<file path="config.mk">
export PLATFORM = sky130hd
export DESIGN_NAME = int_closest_hit
export DESIGN_NICKNAME = d
export VERILOG_FILES = /design/src/rtl/int_closest_hit.sv
export SDC_FILE = /design/constraint.sdc
export NUM_CORES = 1
export LEC_CHECK = 0
export ABC_CLOCK_PERIOD_IN_PS = 6700
export CORE_MARGIN = 2
export CORE_UTILIZATION = 51
export DETAILED_ROUTE_END_ITERATION = 10
export PLACE_DENSITY = 0.87
export SLEW_MARGIN = 20
export SYNTH_ARGS = -nofsm -noshare
export SYNTH_HDL_FRONTEND = slang
export SYNTH_SLANG_ARGS = --single-unit
</file>
<file path="constraint.sdc">
create_clock -name clk -period 6.7 [get_ports clk]
set_clock_uncertainty 0.2 [all_clocks]
set_input_delay 1.005 -clock clk [delete_from_list [all_inputs] [get_ports clk]]
set_output_delay 1.005 -clock clk [all_outputs]
set_load 0.005 [all_outputs]
</file>
<file path="src/rtl/int_closest_hit.sv">
//------------------------------------------------------------------------------
// Module      : int_closest_hit
// Description : Streams per-lane triangle-test results and reduces them to the
//               closest valid hit of each ray. Optional drain statistics are
//               enabled by defining INT_CLOSEST_HIT_STATS_EN.
// Revision    : 1.0 - initial release
//------------------------------------------------------------------------------
`default_nettype none

module int_closest_hit #(
    parameter int NUM_LANES = 2,
    parameter int RAYID_W   = 8,
    parameter int TRIID_W   = 16
) (
    input  logic                         clk,
    input  logic                         rst,
    input  logic                         in_valid,
    output logic                         in_ready,
    input  logic                         in_last,
    input  logic [RAYID_W-1:0]           in_rayID,
    input  logic [31:0]                  in_tmax,
    input  logic [NUM_LANES-1:0]         in_hit,
    input  logic [32*NUM_LANES-1:0]      in_t,
    input  logic [TRIID_W*NUM_LANES-1:0] in_triID,
    output logic                         out_valid,
    input  logic                         out_ready,
    output logic [RAYID_W-1:0]           out_rayID,
    output logic                         out_hit,
    output logic [31:0]                  out_t,
    output logic [TRIID_W-1:0]           out_triID,
    output logic                         err
`ifdef INT_CLOSEST_HIT_STATS_EN
    ,
    output logic [31:0]                  stat_rays,
    output logic [31:0]                  stat_hits
`endif
);

    typedef enum logic [0:0] {
        S_IDLE = 1'b0,
        S_ACC  = 1'b1
    } state_t;

    state_t               r_state;
    state_t               w_state_nxt;

    logic [RAYID_W-1:0]   r_ray_id;
    logic [31:0]          r_tmax;
    logic                 r_acc_hit;
    logic [31:0]          r_acc_t;
    logic [TRIID_W-1:0]   r_acc_id;

    logic                 w_accept;
    logic                 w_mismatch;
    logic                 w_take;
    logic [30:0]          w_bound_mag;
    logic [31:0]          w_tmax_eff;

    logic [31:0]          w_lane_t  [NUM_LANES];
    logic [TRIID_W-1:0]   w_lane_id [NUM_LANES];
    logic [NUM_LANES-1:0] w_qual;

    logic                 w_best_hit;
    logic [31:0]          w_best_t;
    logic [TRIID_W-1:0]   w_best_id;

    logic                 w_res_hit;
    logic [31:0]          w_res_t;
    logic [TRIID_W-1:0]   w_res_id;

    // A held result blocks input; a draining result frees the slot this cycle.
    assign in_ready   = !(out_valid && !out_ready);
    assign w_accept   = in_valid && in_ready;
    assign w_mismatch = (r_state == S_ACC) && (in_rayID != r_ray_id);
    assign w_take     = w_accept && !w_mismatch;

    // tmax is only sampled on the first beat of a ray.
    assign w_tmax_eff  = (r_state == S_IDLE) ? in_tmax : r_tmax;
    assign w_bound_mag = (r_state == S_ACC && r_acc_hit) ? r_acc_t[30:0] : w_tmax_eff[30:0];

    // Positive, non-zero floats order like their magnitude bits as unsigned ints.
    for (genvar i = 0; i < NUM_LANES; i++) begin : g_lane
        assign w_lane_t[i]  = in_t[32*i +: 32];
        assign w_lane_id[i] = in_triID[TRIID_W*i +: TRIID_W];
        assign w_qual[i]    = in_hit[i]
                            && !w_lane_t[i][31]
                            && (|w_lane_t[i][30:0])
                            && (w_lane_t[i][30:0] < w_bound_mag);
    end

    // Strict compare in ascending lane order keeps the lowest lane on ties.
    always_comb begin
        w_best_hit = 1'b0;
        w_best_t   = '0;
        w_best_id  = '0;
        for (int i = 0; i < NUM_LANES; i++) begin
            if (w_qual[i] && (!w_best_hit || (w_lane_t[i][30:0] < w_best_t[30:0]))) begin
                w_best_hit = 1'b1;
                w_best_t   = w_lane_t[i];
                w_best_id  = w_lane_id[i];
            end
        end
    end

    // Beat lanes were already bounded by the accumulator, so any beat hit is strictly closer.
    always_comb begin
        w_res_hit = 1'b0;
        w_res_t   = w_tmax_eff;
        w_res_id  = '0;
        if (w_best_hit) begin
            w_res_hit = 1'b1;
            w_res_t   = w_best_t;
            w_res_id  = w_best_id;
        end else if (r_state == S_ACC && r_acc_hit) begin
            w_res_hit = 1'b1;
            w_res_t   = r_acc_t;
            w_res_id  = r_acc_id;
        end
    end

    always_ff @(posedge clk) begin
        if (rst) begin
            r_state <= S_IDLE;
        end else begin
            r_state <= w_state_nxt;
        end
    end

    always_comb begin
        w_state_nxt = r_state;
        case (r_state)
            S_IDLE:  if (w_take && !in_last) w_state_nxt = S_ACC;
            S_ACC:   if (w_take &&  in_last) w_state_nxt = S_IDLE;
            default: w_state_nxt = S_IDLE;
        endcase
    end

    always_ff @(posedge clk) begin
        if (rst) begin
            r_ray_id  <= '0;
            r_tmax    <= '0;
            r_acc_hit <= 1'b0;
            r_acc_t   <= '0;
            r_acc_id  <= '0;
        end else if (w_take) begin
            if (in_last) begin
                r_acc_hit <= 1'b0;
                r_acc_t   <= '0;
                r_acc_id  <= '0;
            end else begin
                r_acc_hit <= w_res_hit;
                r_acc_t   <= w_res_t;
                r_acc_id  <= w_res_id;
                if (r_state == S_IDLE) begin
                    r_ray_id <= in_rayID;
                    r_tmax   <= in_tmax;
                end
            end
        end
    end

    always_ff @(posedge clk) begin
        if (rst) begin
            out_valid <= 1'b0;
            out_rayID <= '0;
            out_hit   <= 1'b0;
            out_t     <= '0;
            out_triID <= '0;
        end else if (w_take && in_last) begin
            out_valid <= 1'b1;
            out_rayID <= in_rayID;
            out_hit   <= w_res_hit;
            out_t     <= w_res_t;
            out_triID <= w_res_id;
        end else if (out_ready) begin
            out_valid <= 1'b0;
        end
    end

    always_ff @(posedge clk) begin
        if (rst) begin
            err <= 1'b0;
        end else if (w_accept && w_mismatch) begin
            err <= 1'b1;
        end
    end

`ifdef INT_CLOSEST_HIT_STATS_EN
    always_ff @(posedge clk) begin
        if (rst) begin
            stat_rays <= '0;
            stat_hits <= '0;
        end else if (out_valid && out_ready) begin
            stat_rays <= stat_rays + 32'd1;
            if (out_hit) begin
                stat_hits <= stat_hits + 32'd1;
            end
        end
    end
`else
    // Statistics counters are not built in this configuration.
`endif

endmodule

`default_nettype wire

</file>
-- Word-level counts from Yosys, hierarchy flattened
Index checks and enable logic that the tools add are counted.
- input bits: 143
- output and inout bits: 60
- bits in registers: 149
- word-level logic and storage cells: 68
- $lt $le $gt $ge: 3
- bitwise operators: 2
- mux-type cells: 22
- reduce and logical (&&, ||, !) cells: 28
- eq/ne operators: 1
- operators by type and width (operator ; number):
    $mux W32 ; 6
    $lt A31 B31 Y1 ; 3
    $mux W16 ; 5
    $reduce_or A31 Y1 ; 2
    $mux W31 ; 1
    $logic_and A1 B1 Y1 ; 15
    $mux W1 ; 9
    $ne A8 B8 Y1 ; 1
    $logic_not A1 Y1 ; 7
    $reduce_and A3 Y1 ; 1
    $not A1 Y1 ; 2
    $pmux W1 S2 ; 1
    $reduce_and A2 Y1 ; 1
    $reduce_bool A2 Y1 ; 1
    $logic_or A1 B1 Y1 ; 1

-- Longest topological paths before layout
Gate-level depths: netlist of the first run.
- depth after elaboration: 11
- mapped depth: 23

-- Worst setup path before layout of the first run
Ideal clock, no wire load.
- path kind: flip-flop to flip-flop
- start point: reg r_acc_hit
- end point: reg out_triID[1]
- setup slack: 1.256 ns
- setup time: 0.087 ns
- period minus slack after synthesis: 5.444 ns
- buffers on the path: 4
- data required time: 6.413 ns
- data arrival time: 5.157 ns
- stages on the path, launching flop included: 24
- path through: dfxtp_1 > buf_2 > buf_1 > mux2i_1 > nor2_1 > a21oi_1 > ha_1 > a21oi_1 > o21ai_0 > a221oi_1 > o211ai_1 > a21oi_2 > clkbuf_1 > nand2_1 > ha_1 > a21o_1 > a21o_1 > o221a_2 > o32a_1 > a41o_1 > a211oi_2 > buf_2 > a21oi_1 > a211oi_1
- cells in the longest elaborated chain, start to end: 10
- elaborated cells on any way between the ends: 17
- RTL lines (what ; line ; RTL):
    from (decl) ; 49 ; logic r_acc_hit;
    from (signal assigned) ; 151 ; r_acc_hit <= w_res_hit;
    $logic_and A1 B1 Y1 (*) ; 79, 114 ;
    $mux W31 ; 79 ; assign w_bound_mag = (r_state == S_ACC && r_acc_hit) ? r_acc_t[30:0] : w_tmax_eff[30:0];
    $lt A31 B31 Y1 ; 88 ; && (w_lane_t[i][30:0] < w_bound_mag);
    $logic_and A1 B1 Y1 ; 88 ;
    $mux W32 / $mux W1 (equally long branches) ; 97 ; if (w_qual[i] && (!w_best_hit || (w_lane_t[i][30:0] < w_best_t[30:0]))) begin
    $lt A31 B31 Y1 / $logic_not A1 Y1 (equally long branches) ; 97 ;
    $logic_or A1 B1 Y1 ; 97 ;
    $logic_and A1 B1 Y1 ; 97 ;
    $mux W16 / $mux W1 (equally long branches) ; 97 ;
    $mux W16 (*) ; 110 ; if (w_best_hit) begin
    to (signal assigned) ; 174 ; out_triID <= w_res_id;
    to (decl) ; 30 ; output logic [TRIID_W-1:0] out_triID,
Every way passes the cells marked *; elsewhere a longest branch is shown, timed or not.
A chain may end at the register's enable or synchronous reset.

-- Final worst setup path of the first run
- start point: reg r_acc_hit
- end point: reg out_t[0]
- cells in the longest elaborated chain, start to end: 10
- elaborated cells on any way between the ends: 16
- RTL lines (what ; line ; RTL):
    $logic_and A1 B1 Y1 (*) ; 79, 114 ;
    $mux W31 ; 79 ;
    $lt A31 B31 Y1 ; 88 ;
    $logic_and A1 B1 Y1 ; 88 ;
    $mux W32 / $mux W1 (equally long branches) ; 97 ;
    $lt A31 B31 Y1 / $logic_not A1 Y1 (equally long branches) ; 97 ;
    $logic_or A1 B1 Y1 ; 97 ;
    $logic_and A1 B1 Y1 ; 97 ;
    $mux W32 / $mux W1 (equally long branches) ; 97 ;
    $mux W32 (*) ; 110 ;
    to (signal assigned) ; 173 ; out_t <= w_res_t;
    to (decl) ; 29 ; output logic [31:0] out_t,
Marked as above.

==> results.json, run 1 <==
{
  "synth-seq-area-share_pct": 33.48,
  "report.power.total_mw": 2.467,
  "number_of_antenna_violations_at_the_first_check_in_global_routing": 0,
  "clockBufferDepth": 2,
  "drtPass1Iterations": 6,
  "numCtsBuffers": 17,
  "mappedNetlistArea_um2": 8910,
  "critical_path_required_ns": 6.78,
  "chipWidth_um": 136.2,
  "ios": 203,
  "maxCapViolCount": 0,
  "fillerInstances": 1417,
  "ys_types": 57,
  "synth_cells": 1081,
  "finalHoldViolations": 0,
  "slew-limit-headroom_pct": 38.20,
  "grt-ovfl-total": 0,
  "timing.fmax_mhz": 164.9,
  "final_antenna_net_count": 0,
  "period_share_pct": 90.50,
  "fin_nets": 1483,
  "dieHeight_um": 136.2,
  "worstSkewPairLatency_ns": 0.43,
  "syn2layout_area_growth_pct": 31.26,
  "synth_top_flop_cell": "dfxtp_1",
  "worstPathMaxFanout": 18,
  "power_leakage_nw": 4.124,
  "wl_per_cell_um": 19.78,
  "avgViaCountPerCell": 6.307,
  "detailed_place_hpwl_um": 21030,
  "initial_core_util_pct": 51.87,
  "routed_wirelength_um": 29430,
  "dpl_worst_slack_ns": 0.4365,
  "vdd.ir_drop.worst_mv": 0.1823,
  "largest_net_degree_at_the_start_of_global_routing": 63,
  "grt_util_all_layers_pct": 31.30,
  "destination_of_the_worst_hold_path": "r_acc_t[4]",
  "worst_setup_hold_path_clk_slew_ns": 0.06,
  "design.die.area_um2": 18540,
  "multiInputGateArea_um2": 5657,
  "post-cts-setup-buffers": 0,
  "unrepaired_setup_endpoints_after_global_routing": "no",
  "synth_edf_count": 0,
  "gp_routability_congestion": 0.9553,
  "portBuffers": 202,
  "antenna-diode-count": 0,
  "post_cts_hold_buffer_count": 0,
  "synth-warning-count": 0,
  "final_core_util_pct": 68.09,
  "setup.worst_path.end_class": "flop",
  "power-per-cell-area_nw_per_um2": 211.0,
  "cts.htree.levels": 4,
  "critPathKind": "reg -> reg",
  "fin_tns_setup_ns": 0,
  "timing_max_transition_violations_final": 0,
  "synth_fp_nets": 1314,
  "setup_slack_ns": 0.6367,
  "worstRegToRegCells": 21,
  "grt_pass1_vias": 8829,
  "status": "finished clean",
  "min_from": "r_acc_t[4]",
  "regToRegEndpoint": "out_t[0]",
  "cts_root_buf": "clkbuf_16",
  "tritoncts": "yes",
  "drt-initial-drc-count": 824,
  "critPathArrivalTime_ns": 6.15,
  "number_of_vias_in_the_routed_layout": 9385,
  "postSynth.asyncResetShare_pct": 0,
  "regToRegSetupSlack_ns": 0.64,
  "worstSetupStartpointType": "flop",
  "finalSetupViolCount": 0,
  "post_cts_resized": 0,
  "timing.rr.start": "r_acc_hit",
  "hold_class": "reg -> reg",
  "avgSynthCellArea_um2": 8.242,
  "number_of_cells_on_the_worst_hold_path": 2,
  "route.detailed.drc": 0,
  "post_route_cells_drive_above_1_share_pct": 6.176,
  "placeableCoreArea_um2": 17180,
  "seq_area_um2": 2984,
  "synth-seq-cells": 149,
  "clkSinkCount": 149,
  "std_cell_rows": 48,
  "finalCriticalPeriod_ns": 6.063,
  "timing_worst_slew_pin_value_ns": 0.9237,
  "wire_length_of_the_first_global_routing_pass_um": 45930
}
report_power, final:
group	internal, mW	switching, mW	leakage, nW	total (mW)
logic	0.266	0.322	2.65	0.588
registers	0.934	0.0287	1.21	0.963
clock network	0.515	0.402	0.261	0.917
total	1.71	0.753	4.12	2.47
state kept, by name, indices dropped and copies added, names as in the netlist, named ones only:
register and cells:
out_triID 16, r_acc_hit 1, out_hit 1, out_rayID 8
r_acc_id 16, r_acc_t 32, r_tmax 32, out_valid 1
out_t 32, err 1, r_ray_id 8
critical path: stages (launching register included):
cell,delay [ns]
dfxtp_2,0.74
buf_12,0.27
mux2i_1,0.21
nor2_1,0.05
a21oi_1,0.24
ha_1,0.31
nand4_1,0.13
nor2_1,0.06
a221oi_1,0.32
o21ai_1,0.20
a21oi_2,0.34
buf_4,0.29
nand2_1,0.08
ha_1,0.30
a21o_1,0.18
a21o_1,0.17
o221a_2,0.22
o32a_1,0.35
a41oi_1,0.34
a31oi_4,0.30
a222oi_1,0.49
a211oi_1,0.13
cell usage after synthesis, drive strengths merged, types with 25 or more instances:
cell type	n	area (um2)
a32oi	32	280.3
ha	90	1126
clkbuf	53	198.9
nand2	182	683.2
a211oi	25	242.7
a21oi	124	635.6
o2bb2ai	30	262.8
dfxtp	149	2983
o31ai	62	465.5
mux2i	32	320.3
nand3b	30	225.2
nor2	100	375.4
o21ai	31	155.1
through the flow:
| step | cell area [um2] | hold slack (ns) | instances |
|---|---|---|---|
| floorplan | 8910 | 0.2248 | 1081 |
| global placement | 11140 | 0.2357 | 1456 |
| detailed placement | 11140 | 0.2391 | 1456 |
| CTS | 11700 | 0.2535 | 1488 |
| global route | 11700 | 0.2669 | 1488 |
| finish | 11700 | 0.2534 | 1488 |
cell families (layout without fill, tap and decap cells):
group                    Yosys count  in the layout  share of synthesized area (%)
AO/OA/AOI/OAI                    341            341                          26.61
XOR/XNOR                           8              8                         0.7864
adder cells (fa/ha/maj)           90             90                          12.64
buffers and inverters             77            259                          3.553
flip-flops                       149            149                          33.48
multiplexers                      32             32                          3.595
AND/OR/NAND/NOR                  384            384                          19.34
worst max path at each step:
stage                     slack, ns             to  startpoint
after floorplan                1.26   out_triID[1]   r_acc_hit
final                          0.64       out_t[0]   r_acc_hit
after global routing           0.27       out_t[0]   r_acc_hit
after global placement         0.55       out_t[0]  in_tmax[5]
after detailed placement       0.44  out_triID[10]  in_tmax[4]
after CTS                      0.66       out_t[0]   r_acc_hit
placed cells by master (no fill, tap or decap), drive strengths merged, types with 3 or more instances in the layout:
cell,n
and3,3
nand4,17
clkinv,3
dfxtp,149
o21ai,31
clkbuf,19
o2bb2ai,30
a221oi,3
a21oi,124
mux2i,32
nand2,182
and4,3
a211o,3
nand3b,30
nor2,100
or3,3
clkdlybuf4s50,201
buf,22
nor4,15
o31ai,62
clkinvlp,4
a211oi,25
nand3,11
nor3,11
a32oi,32
ha,90
a21o,8
o211ai,3
nand2b,4
xnor2,8
inv,9
area by class of cell:
| cell class | count | area share (%) |
|---|---|---|
| clock buffer | 19 | 3.702 |
| clock inverter | 13 | 1.048 |
| tap | 225 | 2.407 |
| timing repair buffer | 223 | 18.83 |
| multi-input combinational | 855 | 48.37 |
| inverter | 4 | 0.1284 |
| sequential | 149 | 25.52 |
per-layer routing:
metal	GRT usage [%]	vias to the layer above	part of all wire, %
li1	-	4371	-
met1	40.52	4427	41
met2	52.37	520	48
met3	5.817	67	9.3
met4	10.59	0	2.1
met5	0	-	0
Note: power is estimated with default switching activity, not from simulation.
==> run 2, diff against run 1 <==
--- a/config.mk
+++ b/config.mk
@@ -8,8 +8,9 @@
 export ABC_CLOCK_PERIOD_IN_PS = 6700
 export CORE_MARGIN = 2
 export CORE_UTILIZATION = 51
+export CTS_CLUSTER_SIZE = 10
 export DETAILED_ROUTE_END_ITERATION = 10
-export PLACE_DENSITY = 0.87
+export PLACE_DENSITY = 0.84
 export SLEW_MARGIN = 20
 export SYNTH_ARGS = -nofsm -noshare
 export SYNTH_HDL_FRONTEND = slang
==> results.json, run 2 (synthesis results as in run 1) <==
{
  "critPathArrivalTime_ns": 6.31,
  "regToRegEndpoint": "r_acc_t[12]",
  "dpl.cell_count": 1459,
  "largest_stage_delay_on_the_critical_path_ns": 0.60,
  "worstRegToRegCells": 23,
  "numCtsBuffers": 17,
  "final_cells": 1490,
  "critical_path.top_delay_family": "compound AO/OA/AOI/OAI gates",
  "finish.instance_area_um2": 11710,
  "power.switching_mw": 0.7393,
  "design.die.area_um2": 18540,
  "dieHeight_um": 136.2,
  "critical_path_required_ns": 6.82,
  "hold_class": "reg -> reg",
  "timing_max_transition_violations_final": 0,
  "grt-ovfl-total": 0,
  "worstSkewPairLatency_ns": 0.42,
  "portBuffers": 202,
  "maxCapViolCount": 0,
  "number_of_antenna_violations_at_the_first_check_in_global_routing": 0,
  "biggestRegsByFlops": "out_t: 32 flops, r_acc_t: 32 flops, r_tmax: 32 flops",
  "post_cts_resized": 0,
  "timing.fmax_mhz": 161.5,
  "wl_per_cell_um": 19.65,
  "post_route_cells_drive_above_1_share_pct": 6.403,
  "clockPowerShare_pct": 37.2,
  "power-per-cell-area_nw_per_um2": 210.9,
  "power_leakage_nw": 4.137,
  "gp_routability_congestion": 0.9384,
  "status": "finished clean",
  "worst_setup_hold_path_clk_slew_ns": 0.06,
  "setup.worst_path.end_class": "flop",
  "drtPass1Iterations": 5,
  "wire_length_of_the_first_global_routing_pass_um": 46020,
  "vdd.ir_drop.worst_mv": 0.1802,
  "initial_core_util_pct": 51.87,
  "tritoncts": "yes",
  "worstSetupStartpointType": "flop",
  "placeableCoreArea_um2": 17180,
  "path_common_cell": "buf_4",
  "slew-limit-headroom_pct": 38.85,
  "finalHoldViolations": 0,
  "avgViaCountPerCell": 6.252,
  "regToRegSetupSlack_ns": 0.51,
  "finalCriticalPeriod_ns": 6.192,
  "pwr-share-comb_pct": 23.9,
  "final_antenna_net_count": 0,
  "p_int_mw": 1.729,
  "destination_of_the_worst_hold_path": "r_tmax[4]",
  "timing_worst_slew_pin_value_ns": 0.9140,
  "post_cts_hold_buffer_count": 0,
  "ios": 203,
  "cts_root_buf": "clkbuf_16",
  "clkSinkCount": 149,
  "worstPathBufferInverterCount": 4,
  "post-cts-setup-buffers": 0,
  "number_of_vias_in_the_routed_layout": 9316,
  "period_share_pct": 92.42,
  "grt_util_all_layers_pct": 31.31,
  "crit_path_cell_trace": "buf_4 > buf_4 > mux2i_1 > nor2_1 > a21oi_1 > ha_1 > a21oi_1 > o21ai_0 > a21oi_1 > o21ai_1 > a21oi_2 > buf_4 > nand2_1 > ha_1 > nand4_1 > nor3_1 > o221a_2 > o32a_1 > a41oi_1 > o211ai_1 > buf_4 > o2bb2ai_1 > o31ai_1",
  "number_of_cells_on_the_worst_hold_path": 2,
  "final_core_util_pct": 68.16,
  "sw_frac_of_total_pct": 29.95,
  "grt_pass1_vias": 8920,
  "std_cell_rows": 48,
  "cts.htree.levels": 4,
  "timing.rr.start": "r_acc_hit",
  "most-common-layout-cells": "clkdlybuf4s50_1, nand2_1, dfxtp_1",
  "critPathKind": "reg -> reg",
  "seqPwrFrac_pct": 38.9,
  "drt-initial-drc-count": 832,
  "syn2layout_area_growth_pct": 31.40,
  "min_from": "r_tmax[4]",
  "crit_slowest_cell": "dfxtp_2",
  "clockBufferDepth": 2,
  "final_common_cell": "clkdlybuf4s50_1",
  "fin_nets": 1486,
  "unrepaired_setup_endpoints_after_global_routing": "no",
  "fin_tns_setup_ns": 0,
  "finalSetupViolCount": 0,
  "placement.cell_area_um2": 11150,
  "route.detailed.drc": 0,
  "detailed_place_hpwl_um": 20720,
  "antenna-diode-count": 0,
  "routed_wirelength_um": 29280,
  "worstPathMaxFanout": 21,
  "largest_net_degree_at_the_start_of_global_routing": 76,
  "chipWidth_um": 136.2
}
-- run 2: worst max path at each step --
stage / startpoint / endpoint / slack, ns / cells past startpoint
after CTS: r_acc_hit / r_acc_t[12] / 0.56 / 23
after global placement: in_tmax[4] / out_t[21] / 0.47 / 19
after global routing: flop / out_t[14] / 0.1 / 22
after floorplan: r_acc_hit / out_triID[1] / 1.26 / 23
after detailed placement: in_tmax[5] / r_acc_t[12] / 0.33 / 20
final: r_acc_hit / r_acc_t[12] / 0.51 / 23
-- run 2: power by group through the flow --
| stage | Sequential, mW | Combinational (mW) | Clock [mW] |
|---|---|---|---|
| finish | 0.961 | 0.591 | 0.917 |
| floorplan | 0.975 | 0.313 | 0 |
| global route | 0.965 | 0.643 | 0.958 |
| detailed placement | 0.979 | 0.573 | 0 |
| global placement | 0.978 | 0.562 | 0 |
| CTS | 0.960 | 0.583 | 0.922 |
-- run 2: stage by stage --
step           setup slack (ns)  total power, mW  hold WS, ns
2_1_floorplan             1.256            1.288       0.2248
3_5_place_dp             0.3302            1.552       0.2410
4_1_cts                  0.5598            2.465       0.2551
5_1_grt                 0.09797            2.566       0.2719
3_3_place_gp             0.4724            1.540       0.2383
6_report                 0.5078            2.469       0.2524
-- run 2: tightest hold or removal path: stages (launching register included) --
cell and delay, ns:
dfxtp_1 0.31, nand2_1 0.05, a21oi_1 0.05
-- run 2: layout make-up --
| class | count | area (um2) |
|---|---|---|
| clock buffers | 20 | 456.7 |
| clock inverters | 11 | 101.3 |
| fillers | 1417 | 5469 |
| inverters | 4 | 15.01 |
| multi-input cells | 855 | 5657 |
| flip-flops and latches | 149 | 2984 |
| well taps | 225 | 281.5 |
| repair buffers | 226 | 2212 |
-- run 2: per-layer routing --
layer	global-route usage [%]	vias up	share of wire (%)
met3	6.264	87	8.8
met1	40.16	4356	41
met4	11.23	0	2.7
met5	0	-	0
li1	-	4378	-
met2	52.26	495	47
==> RTL edit: new RTL, settings of run 1 <==
The parameter `RAYID_W` goes from 8 to 9.
--- a/src/rtl/int_closest_hit.sv
+++ b/src/rtl/int_closest_hit.sv
@@ -11,3 +11,3 @@
     parameter int NUM_LANES = 2,
-    parameter int RAYID_W   = 8,
+    parameter int RAYID_W   = 9,
     parameter int TRIID_W   = 16
Ports: changed (resized in_rayID and out_rayID); port bits go from 203 to 205. The function was not compared with the original's and may differ.
==> RTL edit against run 1 <==
Design area grew 5.9%. Die area grew 4.2%. Routed wire length up 4.4%. Setup slack got worse by 0.13 ns. Total power grew 7.5%. Sequential cell count grew 2. Area after synthesis increased by 4.4%. Count of clock-buffer cells in the layout decreased by 1.
==> RTL edit: results (changes against run 1) <==
* Via count at 9987 (+6.4%)
* Main synth FF type: dfxtp_1
* DP Area at 0.0118 mm2 (+5.6%)
* Status: completed
* CP max stage cell: and2_1
* I/O Buffers at 204 (+0.99%)
* NetSw at 812 uW (+7.8%)
* Detailed placer's ending HPWL at 21.5 mm (+2.0%)
* Placed cell count at 1538 (+5.6%)
* All-layer global routing usage at 31.2% (-0.15 points)
* Final WL at 30.7 mm (+4.4%)
* Syn nets at 1366 (+4.0%)
* GRT met3 Usage at 5.84% (+0.019 points)
* Routability cong. at 0.966 (+1.1%)
* Async set-reset flop share out of synthesis at 0% (unchanged)
* Area contributors post-synth: dfxtp_1 (33%), ha_1 (12%), nand2_1 (7.4%)
* LEAKAGE at 0.00472 uW (+15%)
* GRT met1 Usage at 40.2% (-0.29 points)
* Vias in the first global route at 9771 (+11%)
* Pre-CTS setup slack at -0.00420 ns (-0.441 ns)
* M2 GR Usage at 51.3% (-1.1 points)
* Critical Path AT at 6.37 ns (+0.22 ns)
* Post-synth top cells: nand2_1 (184), dfxtp_1 (151), a21oi_1 (111), ha_1 (90), o21ai_0 (76)
* VDD IR max at 0.000192 V (+5.4%)
* Wire per inst at 19.6 um (-1.1%)
* Top Family by Delay on Critical Path: compound AO/OA/AOI/OAI gates
* Initial DRC Count at 1072 (+30%)
* Crit Path Max Fanout at 16 (-2)
* Sequential element share of the synthesized area at 32.5% (-0.97 points)
* Layout cells sized above 1 at 8.49% (+2.3 points)
* Worst path max stage delay at 0.61 ns (-0.13 ns)
* H-tree depth at 4 (unchanged)
* Final #Nets at 1563 (+5.4%)
* First-pass GRT wire length at 49.5 mm (+7.7%)
* Largest net degree at the start of global routing at 94 (+49%)
* Syn Area/Cell at 8.21 um2 (-0.35%)
* Slew headroom at 25.3% (-13 points)
[RTL edit: changes by cell type in the layout (fill, tap and decap cells not counted), sizes merged, moves of 31 or more]
cell / delta
a22oi: +31
buf: +38
inv: +34
nor2: -48
o21ai: +45
[RTL edit: worst paths after layout]
| path | startpoint | to | slack (ns) | cells past startpoint |
|---|---|---|---|---|
| max reg2reg | r_acc_hit$_SDFFE_PP0P_ | out_triID[1]$_SDFFE_PP0P_ | 0.58 | 21 |
| min reg2reg | r_tmax[15]$_SDFFE_PP0P_ | r_tmax[15]$_SDFFE_PP0P_ | 0.26 | 2 |
| max | in_tmax[18] | out_triID[1]$_SDFFE_PP0P_ | 0.51 | 20 |
| min | r_tmax[15]$_SDFFE_PP0P_ | r_tmax[15]$_SDFFE_PP0P_ | 0.26 | 2 |
[RTL edit: cells by family after synthesis]
| family | share of synthesized area (%) |
|---|---|
| AOI/OAI and AO/OA | 30.6 |
| xor gates and xnor gates | 0.848 |
| adders and majority gates | 12.1 |
| buffers and inverters | 5.26 |
| DFF | 32.5 |
| muxes | 3.45 |
| and+or+nand+nor | 15.2 |
[RTL edit: metal layers]
metal,vias to the layer above,wire [um]
met1,4729,13000
met4,0,990
li1,4663,-
met5,-,0
met2,509,14400
met3,86,2340
[RTL edit: final cells by class]
class                           instances  area [um2]
Tap cell                              229         287
Timing Repair Buffer                  263        2520
Sequential cell                       151        3030
Inverter                               34         128
Clock inverter                         14         176
Fill cell                            1400        5510
Multi-Input combinational cell        862        5810
Clock buffer                           18         439
[RTL edit: power by group through the flow]
stage                     Sequential (uW)  Combinational [uW]  Clock (uW)
after CTS                             978                 649        1020
after floorplan                       989                 347           0
after global routing                  985                 719        1060
after detailed placement              998                 644           0
final                                 979                 661        1010
after global placement                996                 626           0
